### src/rtl/multiword_add_sequencer_pkg.sv
`default_nettype none
// ============================================================================
// Module   : multiword_add_sequencer_pkg
// Purpose  : Shared state encoding and sizing helpers for the multi-word adder.
// Revision : 1.0  initial release
// ============================================================================

`ifndef MULTIWORD_ADD_SEQUENCER_WORD_SEL
`define MULTIWORD_ADD_SEQUENCER_WORD_SEL
`define WORD_SEL(vec, i, w) vec[(i)*(w) +: (w)]
`endif

package multiword_add_sequencer_pkg;

    typedef enum logic [1:0] {
        S_IDLE = 2'b00,
        S_RUN  = 2'b01,
        S_DONE = 2'b10
    } state_t;

    // A single-word build still needs a 1-bit index register.
    function automatic int idx_width(input int n);
        return (n <= 1) ? 1 : $clog2(n);
    endfunction

endpackage

`default_nettype wire

### src/rtl/ripple_carry_adder.sv
`default_nettype none
// ============================================================================
// Module   : ripple_carry_adder
// Purpose  : WIDTH-bit ripple-carry adder with carry in and carry out.
// Revision : 1.0  initial release
// ============================================================================

module ripple_carry_adder #(
    parameter int WIDTH = 8
) (
    input  logic [WIDTH-1:0] i_a,
    input  logic [WIDTH-1:0] i_b,
    input  logic             i_cin,
    output logic [WIDTH-1:0] o_sum,
    output logic             o_cout
);

    logic [WIDTH:0] w_c;

    assign w_c[0] = i_cin;

    for (genvar g = 0; g < WIDTH; g++) begin : g_bit
        assign o_sum[g]  = i_a[g] ^ i_b[g] ^ w_c[g];
        assign w_c[g+1]  = (i_a[g] & i_b[g]) | (w_c[g] & (i_a[g] ^ i_b[g]));
    end

    assign o_cout = w_c[WIDTH];

endmodule

`default_nettype wire

### src/rtl/multiword_add_sequencer.sv
`default_nettype none
// ============================================================================
// Module   : multiword_add_sequencer
// Purpose  : Multi-precision add/sub, one WIDTH-bit word per cycle, LSW first.
// Revision : 1.0  initial release
// ============================================================================

module multiword_add_sequencer
    import multiword_add_sequencer_pkg::*;
#(
    parameter int WIDTH = 8,
    parameter int WORDS = 4
) (
    input  logic                   clk,
    input  logic                   rst,
    input  logic                   in_valid,
    output logic                   in_ready,
    input  logic [WIDTH*WORDS-1:0] in_a,
    input  logic [WIDTH*WORDS-1:0] in_b,
    input  logic                   in_sub,
    output logic                   out_valid,
    input  logic                   out_ready,
    output logic [WIDTH*WORDS-1:0] out_sum,
    output logic                   out_cout,
    output logic                   out_ovf,
    output logic                   busy
);

    localparam int              IW         = idx_width(WORDS);
    localparam int              TW         = WIDTH * WORDS;
    localparam logic [IW-1:0]   C_LAST_IDX = IW'(WORDS - 1);

    state_t            r_state;
    state_t            w_state_next;
    logic [TW-1:0]     r_a;
    logic [TW-1:0]     r_b;
    logic [TW-1:0]     r_sum;
    logic              r_carry;
    logic              r_cout;
    logic              r_ovf;
    logic [IW-1:0]     r_idx;

    logic [WIDTH-1:0]  w_a_word;
    logic [WIDTH-1:0]  w_b_word;
    logic [WIDTH-1:0]  w_sum_word;
    logic              w_cout;
    logic              w_accept;
    logic              w_last;

    assign w_a_word = `WORD_SEL(r_a, r_idx, WIDTH);
    assign w_b_word = `WORD_SEL(r_b, r_idx, WIDTH);
    assign w_last   = (r_idx == C_LAST_IDX);
    assign w_accept = in_valid & in_ready;

    ripple_carry_adder #(
        .WIDTH (WIDTH)
    ) u_adder (
        .i_a    (w_a_word),
        .i_b    (w_b_word),
        .i_cin  (r_carry),
        .o_sum  (w_sum_word),
        .o_cout (w_cout)
    );

    always_ff @(posedge clk) begin
        if (rst) r_state <= S_IDLE;
        else     r_state <= w_state_next;
    end

    always_comb begin
        w_state_next = r_state;
        case (r_state)
            S_IDLE:  if (w_accept)  w_state_next = S_RUN;
            S_RUN:   if (w_last)    w_state_next = S_DONE;
            S_DONE:  if (out_ready) w_state_next = S_IDLE;
            default:                w_state_next = S_IDLE;
        endcase
    end

    // Subtraction is folded in at capture: B is stored inverted and the
    // carry register seeds the +1 of the two's complement.
    always_ff @(posedge clk) begin
        if (rst) begin
            r_a     <= '0;
            r_b     <= '0;
            r_sum   <= '0;
            r_carry <= 1'b0;
            r_cout  <= 1'b0;
            r_ovf   <= 1'b0;
            r_idx   <= '0;
        end else begin
            case (r_state)
                S_IDLE: begin
                    if (w_accept) begin
                        r_a     <= in_a;
                        r_b     <= in_sub ? ~in_b : in_b;
                        r_carry <= in_sub;
                        r_idx   <= '0;
                    end
                end
                S_RUN: begin
                    `WORD_SEL(r_sum, r_idx, WIDTH) <= w_sum_word;
                    r_carry <= w_cout;
                    if (w_last) begin
                        r_idx  <= '0;
                        r_cout <= w_cout;
                        r_ovf  <= (r_a[TW-1] == r_b[TW-1]) &&
                                  (w_sum_word[WIDTH-1] != r_a[TW-1]);
                    end else begin
                        r_idx  <= r_idx + IW'(1);
                    end
                end
                default: ;
            endcase
        end
    end

    assign in_ready  = (r_state == S_IDLE) && !rst;
    assign out_valid = (r_state == S_DONE);
    assign busy      = (r_state == S_RUN) || (r_state == S_DONE);
    assign out_sum   = r_sum;
    assign out_cout  = r_cout;
    assign out_ovf   = r_ovf;

endmodule

`default_nettype wire

### config.mk
export PLATFORM = sky130hd
export DESIGN_NAME = multiword_add_sequencer
export DESIGN_NICKNAME = d
export VERILOG_FILES = /design/src/rtl/multiword_add_sequencer_pkg.sv /design/src/rtl/ripple_carry_adder.sv /design/src/rtl/multiword_add_sequencer.sv
export SDC_FILE = /design/constraint.sdc
export NUM_CORES = 1
export LEC_CHECK = 0
export ABC_AREA = 1
export CAP_MARGIN = 20
export CORE_MARGIN = 2
export CORE_UTILIZATION = 35
export CTS_CLUSTER_SIZE = 28
export DETAILED_ROUTE_END_ITERATION = 10
export GPL_TIMING_DRIVEN = 0
export HOLD_SLACK_MARGIN = 0.08
export SETUP_SLACK_MARGIN = 0.02
export SYNTH_ARGS = -nofsm -noshare
export SYNTH_HDL_FRONTEND = slang
export SYNTH_HIERARCHICAL = 1
export SYNTH_SLANG_ARGS = --single-unit
### constraint.sdc
create_clock -name clk -period 6.07 [get_ports clk]
set_input_delay 0.607 -clock clk [delete_from_list [all_inputs] [get_ports clk]]
set_output_delay 0.607 -clock clk [all_outputs]
set_load 0.02 [all_outputs]
### Word level (Yosys, flattened, before mapping)

Index checks and enable logic that the tools add are counted.

| word-level totals | value |
|---|---|
| logic and storage cells | 85 |
| flip-flop bits (word level) | 103 |
| output and inout bits | 37 |

| cells by class | value |
|---|---|
| equality and inequality tests | 8 |
| multiplexer cells | 11 |
| add/sub/neg operators | 2 |
| bitwise operators | 42 |
| shift-type cells | 4 |
| reduce and logical (&&, ||, !) cells | 10 |

Operators with widths:

| cell | count |
|---|---|
| indexed part select 32 x 6 -> 8 bit | 2 |
| negation 5 -> 34 bit | 1 |
| variable shift 8 x 34 -> 32 bit, first input constant | 1 |
| indexed part select 8 x 34 -> 32 bit | 1 |
| bitwise mux 32 bit | 1 |
| two-way mux 32 bit | 1 |
| NOT 32 bit | 1 |
| AND 1 bit | 17 |
| XOR 1 bit | 16 |
| two-way mux 2 bit | 5 |
| OR 1 bit | 8 |
| one-hot mux 2 bit (3 select lines) | 1 |
| AND reduction 2 bit | 3 |
| == test 2 bit, second input constant | 2 |
| inequality test 2 bit, second input constant | 2 |
| one-hot mux 2 bit (2 select lines) | 1 |
| AND reduction 3 bit | 1 |
| adder 2 x 1 -> 2 bit, second input constant | 1 |
| == test 2 x 1 -> 1 bit, second input constant | 1 |
| logical AND 1 bit | 2 |
| logical NOT 2 bit | 1 |
| inequality test 2 x 1 -> 1 bit, second input constant | 1 |
| one-hot mux 1 bit (2 select lines) | 1 |
| nonzero test 2 bit | 1 |
| 5 further kinds | 5 |

### Logic depth before layout (Yosys ltp)

| depth | value |
|---|---|
| depth after elaboration | 19 |
| mapped depth | 22 |
| gate-level depth less buffers | 20 |

### Hierarchy

The synthesis kept the hierarchy.

By module, submodules not included:

| module | instances | area an instance (um2) | cells an instance |
|---|---|---|---|
| multiword_add_sequencer | 1 | 4657.0 | 617 |
| ripple_carry_adder | 1 | 197.7 | 18 |

### Worst setup path before layout

Ideal clock, no wire load.

| timing | value |
|---|---|
| path type | register -> register |
| start point | reg r_idx[0] |
| end point | reg r_sum[15], in the netlist out_sum[15] |
| path buffers | 2 |
| setup time | 70 ps |
| clock period less this slack | 4509 ps |
| stages on the path, launching flop included | 22 |
| setup slack | 1561 ps |
| arrival | 4439 ps |
| path through | dfxtp_1 -> buf_4 -> inv_2 -> buf_2 -> o21ai_0 -> o22ai_1 -> fa_1 -> inv_1 -> fa_1 -> inv_1 -> fa_1 -> fa_1 -> fa_1 -> fa_1 -> fa_1 -> inv_1 -> fa_1 -> inv_1 -> inv_1 -> nor3_1 -> nand2_1 -> a21oi_1 |

| on the way | value |
|---|---|
| cells in the longest elaborated chain, start to end | 19 |

Ends and longest elaborated chain:

| element | RTL line | source |
|---|---|---|
| start, declared | multiword_add_sequencer.sv:41 | `logic [IW-1:0] r_idx;` |
| start signal, assigned | multiword_add_sequencer.sv:110 | `r_idx <= r_idx + IW'(1);` |
| indexed part select 32 x 6 -> 8 bit (no source line) (*) | n/a |  |
| via w_a_word[0] | multiword_add_sequencer.sv:43 | `logic [WIDTH-1:0] w_a_word;` |
| XOR 1 bit | ripple_carry_adder.sv:24 | `assign w_c[g+1] = (i_a[g] & i_b[g]) \| (w_c[g] & (i_a[g] ^ i_b[g]));` |
| AND 1 bit | ripple_carry_adder.sv:24 |  |
| OR 1 bit (*) | ripple_carry_adder.sv:24 |  |
| AND 1 bit (*) | ripple_carry_adder.sv:24 |  |
| OR 1 bit (*) | ripple_carry_adder.sv:24 |  |
| AND 1 bit (*) | ripple_carry_adder.sv:24 |  |
| [... 5 more ...] | n/a |  |
| AND 1 bit (*) | ripple_carry_adder.sv:24 |  |
| OR 1 bit (*) | ripple_carry_adder.sv:24 |  |
| AND 1 bit (*) | ripple_carry_adder.sv:24 |  |
| OR 1 bit (*) | ripple_carry_adder.sv:24 |  |
| XOR 1 bit (*) | ripple_carry_adder.sv:23 | `assign o_sum[g] = i_a[g] ^ i_b[g] ^ w_c[g];` |
| via w_sum_word[7] | multiword_add_sequencer.sv:45 | `logic [WIDTH-1:0] w_sum_word;` |
| indexed part select 8 x 34 -> 32 bit (no source line) (*) | n/a |  |
| bitwise mux 32 bit (no source line) (*) | n/a |  |
| end signal, assigned | multiword_add_sequencer.sv:86 | `r_sum <= '0;` |
| end, declared | multiword_add_sequencer.sv:37 | `logic [TW-1:0] r_sum;` |

The timed path passes the listed nets; every way through them passes the cells marked *.
A chain may end at the register's enable or synchronous reset.

### Worst setup path after layout

| timing | value |
|---|---|
| start point | reg r_idx[1] |
| end point | reg r_sum[31], in the netlist out_sum[31] |

The elaborated chain is that of the path after synthesis.

==> metrics.txt <==
Unique masters post-synth=26; Peak supply drop=about 0.14 mV; Mean Syn Cell Area=between 7 and 8 sq um; slew margin rel.=63.7%; Leakage Power=~2.6 nW; max cap viols=0; Die X-Extent=122 microns; reg-to-reg slack, setup=~0.80 ns; most common cell after layout, fill and taps aside=nand2_1; crit path launch type=register; synthesized instance count=635; via count=about 4700; initial antenna violation count=0; n_diodes=0; Tcrit/Tclk final=between 80 and 90%; final net count=roughly 840; share of post-route cells with drive strength above 1=around 7.5%; post-synthesis async set-or-reset flop share=0%; worst skew pair latency=about 0.34 ns; most frequent cells in the layout=nand2_1, clkdlybuf4s50_1, dfxtp_1, nand3_1, o21ai_0; CP Class=reg -> reg; drt pass-1 iters=5; Syn. warnings=6; Post-Place Cells=919; Post-Layout Cell Count=935; core area=around 0.014 sq mm; TritonCTS Buffers=9; dpl cell area=0.00612 sq mm; min-delay src=r_a[22]$_SDFFE_PP0P_; largest net degree at the start of global routing=17; CP endpoint kind=register; post_cts resized=0; fin area=about 0.0065 sq mm; pre-CTS WS=about 0.9 ns; Final Hold Vio Count=0; GRT Util Overall=around a fifth; R2R Path Start=r_idx[1]$_SDFFE_PP0P_; Worst-Margin Slew=approximately 0.54 ns; Avg WL per Cell=14.5 microns; Buffers on Ports=104; H-tree levels=3; hold crit path type=reg -> reg; cts hold-fix bufs=0; Starting Density=roughly 35%; Max clock buf depth=2; CTS tree=yes; Final ANT Viol Nets=0; row count=43; global-route wire length before repair=21800 microns; Cell Area, Synth=just under 0.005 sq mm; area grow syn2layout=32.9%; DR vias/cell=5.00; Clock Skews=between 0.007 and 0.008 ns; Iteration-0 DRC Markers=roughly 300; DP Wirelength=around 11000 microns; fmax=190 MHz; Critical Path Source=r_idx[1]$_SDFFE_PP0P_; final setup fails=0; WHS=around 0.46 ns; Root Driver=clkbuf_16; Sink Count=between 100 and 150; Setup Buffers After CTS=0; drt drc=0; crit-path max FO=12; die area=0.0148 sq mm; grt ovf=0; Post-Syn Nets=722; RePlAce Congestion=0.886; #FFs+latches synth=103; CP arrival=5.55 ns; Slew Limit Fails=0; status=completed; Worst-path clk slew=around 0.070 ns; final worst slack=0.797 ns; Setup TNS=0 ns; Seq/Total Area, Yosys=a little over two fifths; Top FF cell, synth=dfxtp_1; die height=about 120 microns; Detailed Route WL=13600 microns; EDFF count, synth=0; RSZ-0062 raised after global routing=false; pwr/cell area=about 390 mW/mm^2; critical path required time=6.34 ns; I/O pin total=106; Final Critical Period=5.27 ns; vias in the first global route=4579
==> logic make-up after synthesis <==
logic type	count (synthesis)	synth area share (%)
compound gates	126	13.4
xor+xnor	32	5.77
fa+ha+maj	18	5.88
buf+inv	72	6.93
flops	103	42.5
simple gates	284	25.5
==> layout make-up <==
| cell class | instances | area, sq um |
|---|---|---|
| fill | 1415 | 7270 |
| multi-input combinational | 460 | 2460 |
| sequential | 103 | 2060 |
| timing repair buffer | 104 | 1040 |
| clock buffer | 12 | 256 |
| tap | 180 | 225 |
| buffer | 42 | 219 |
| inverter | 30 | 118 |
| clock inverter | 4 | 76.3 |
==> flip-flops by register name (all words and copies together) (netlist names) <==
| register | cells |
|---|---|
| out_sum | 32 |
| r_a | 32 |
| r_b | 32 |
| r_idx | 2 |
| r_state | 2 |
| out_cout | 1 |
| out_ovf | 1 |
| r_carry | 1 |
==> power by group <==
group	internal [mW]	switching (mW)	total, mW
clock	0.386	0.249	0.635
combinational	0.364	0.632	0.995
sequential	0.806	0.0850	0.891
total	1.55	0.966	2.52
==> synth_stat cells (all sizes together), types with 8 or more instances <==
| cell type | instances | area, sq um |
|---|---|---|
| o21ai | 66 | 330 |
| nand2 | 138 | 531 |
| a21oi | 44 | 220 |
| clkbuf | 12 | 45.0 |
| nor2 | 64 | 243 |
| nand3 | 69 | 358 |
| o22ai | 16 | 100 |
| inv | 29 | 109 |
| fa | 8 | 160 |
| nand4 | 8 | 50.1 |
| xnor2 | 22 | 193 |
| xor2 | 10 | 87.6 |
| dfxtp | 103 | 2060 |
| buf | 30 | 174 |
| ha | 10 | 125 |
==> worst max-delay path: stages, from the launching register on <==
cell and delay [ns]:
dfxtp_1 0.62, inv_1 0.24, buf_2 0.27, o21ai_0 0.10
o22ai_1 0.13, fa_1 0.43, inv_1 0.08, fa_1 0.15
inv_1 0.05, fa_1 0.37, fa_1 0.39, fa_1 0.42
fa_1 0.40, fa_1 0.38, inv_1 0.08, fa_1 0.40
inv_1 0.13, inv_1 0.08, nor3_1 0.25, nand2_1 0.09
a21oi_1 0.12
==> path summary, 6_finish.rpt <==
| kind | endpoint | depth (start not counted) |
|---|---|---|
| max | out_sum[31]$_SDFFE_PP0P_ | 20 |
| min | r_a[22]$_SDFFE_PP0P_ | 2 |
| max reg2reg | out_sum[31]$_SDFFE_PP0P_ | 20 |
| min reg2reg | r_a[22]$_SDFFE_PP0P_ | 2 |
==> per-stage QoR <==
step / total power [mW] / util [%]
floorplan: 1.52 / -
global placement: 1.86 / 44.6
detailed placement: 1.89 / 44.6
CTS: 2.52 / 47.0
global route: 2.66 / 47.0
finish: 2.52 / 47.0
==> routing by layer <==
layer / track usage, % / share of wire, % / routed length (microns)
met5: 0 / 0 / 0
met4: 6.75 / 2.3 / 308
met3: 3.89 / 6.8 / 918
met2: 31.8 / 47 / 6400
met1: 23.4 / 44 / 5970
Note: power is estimated with default switching activity, not from simulation.
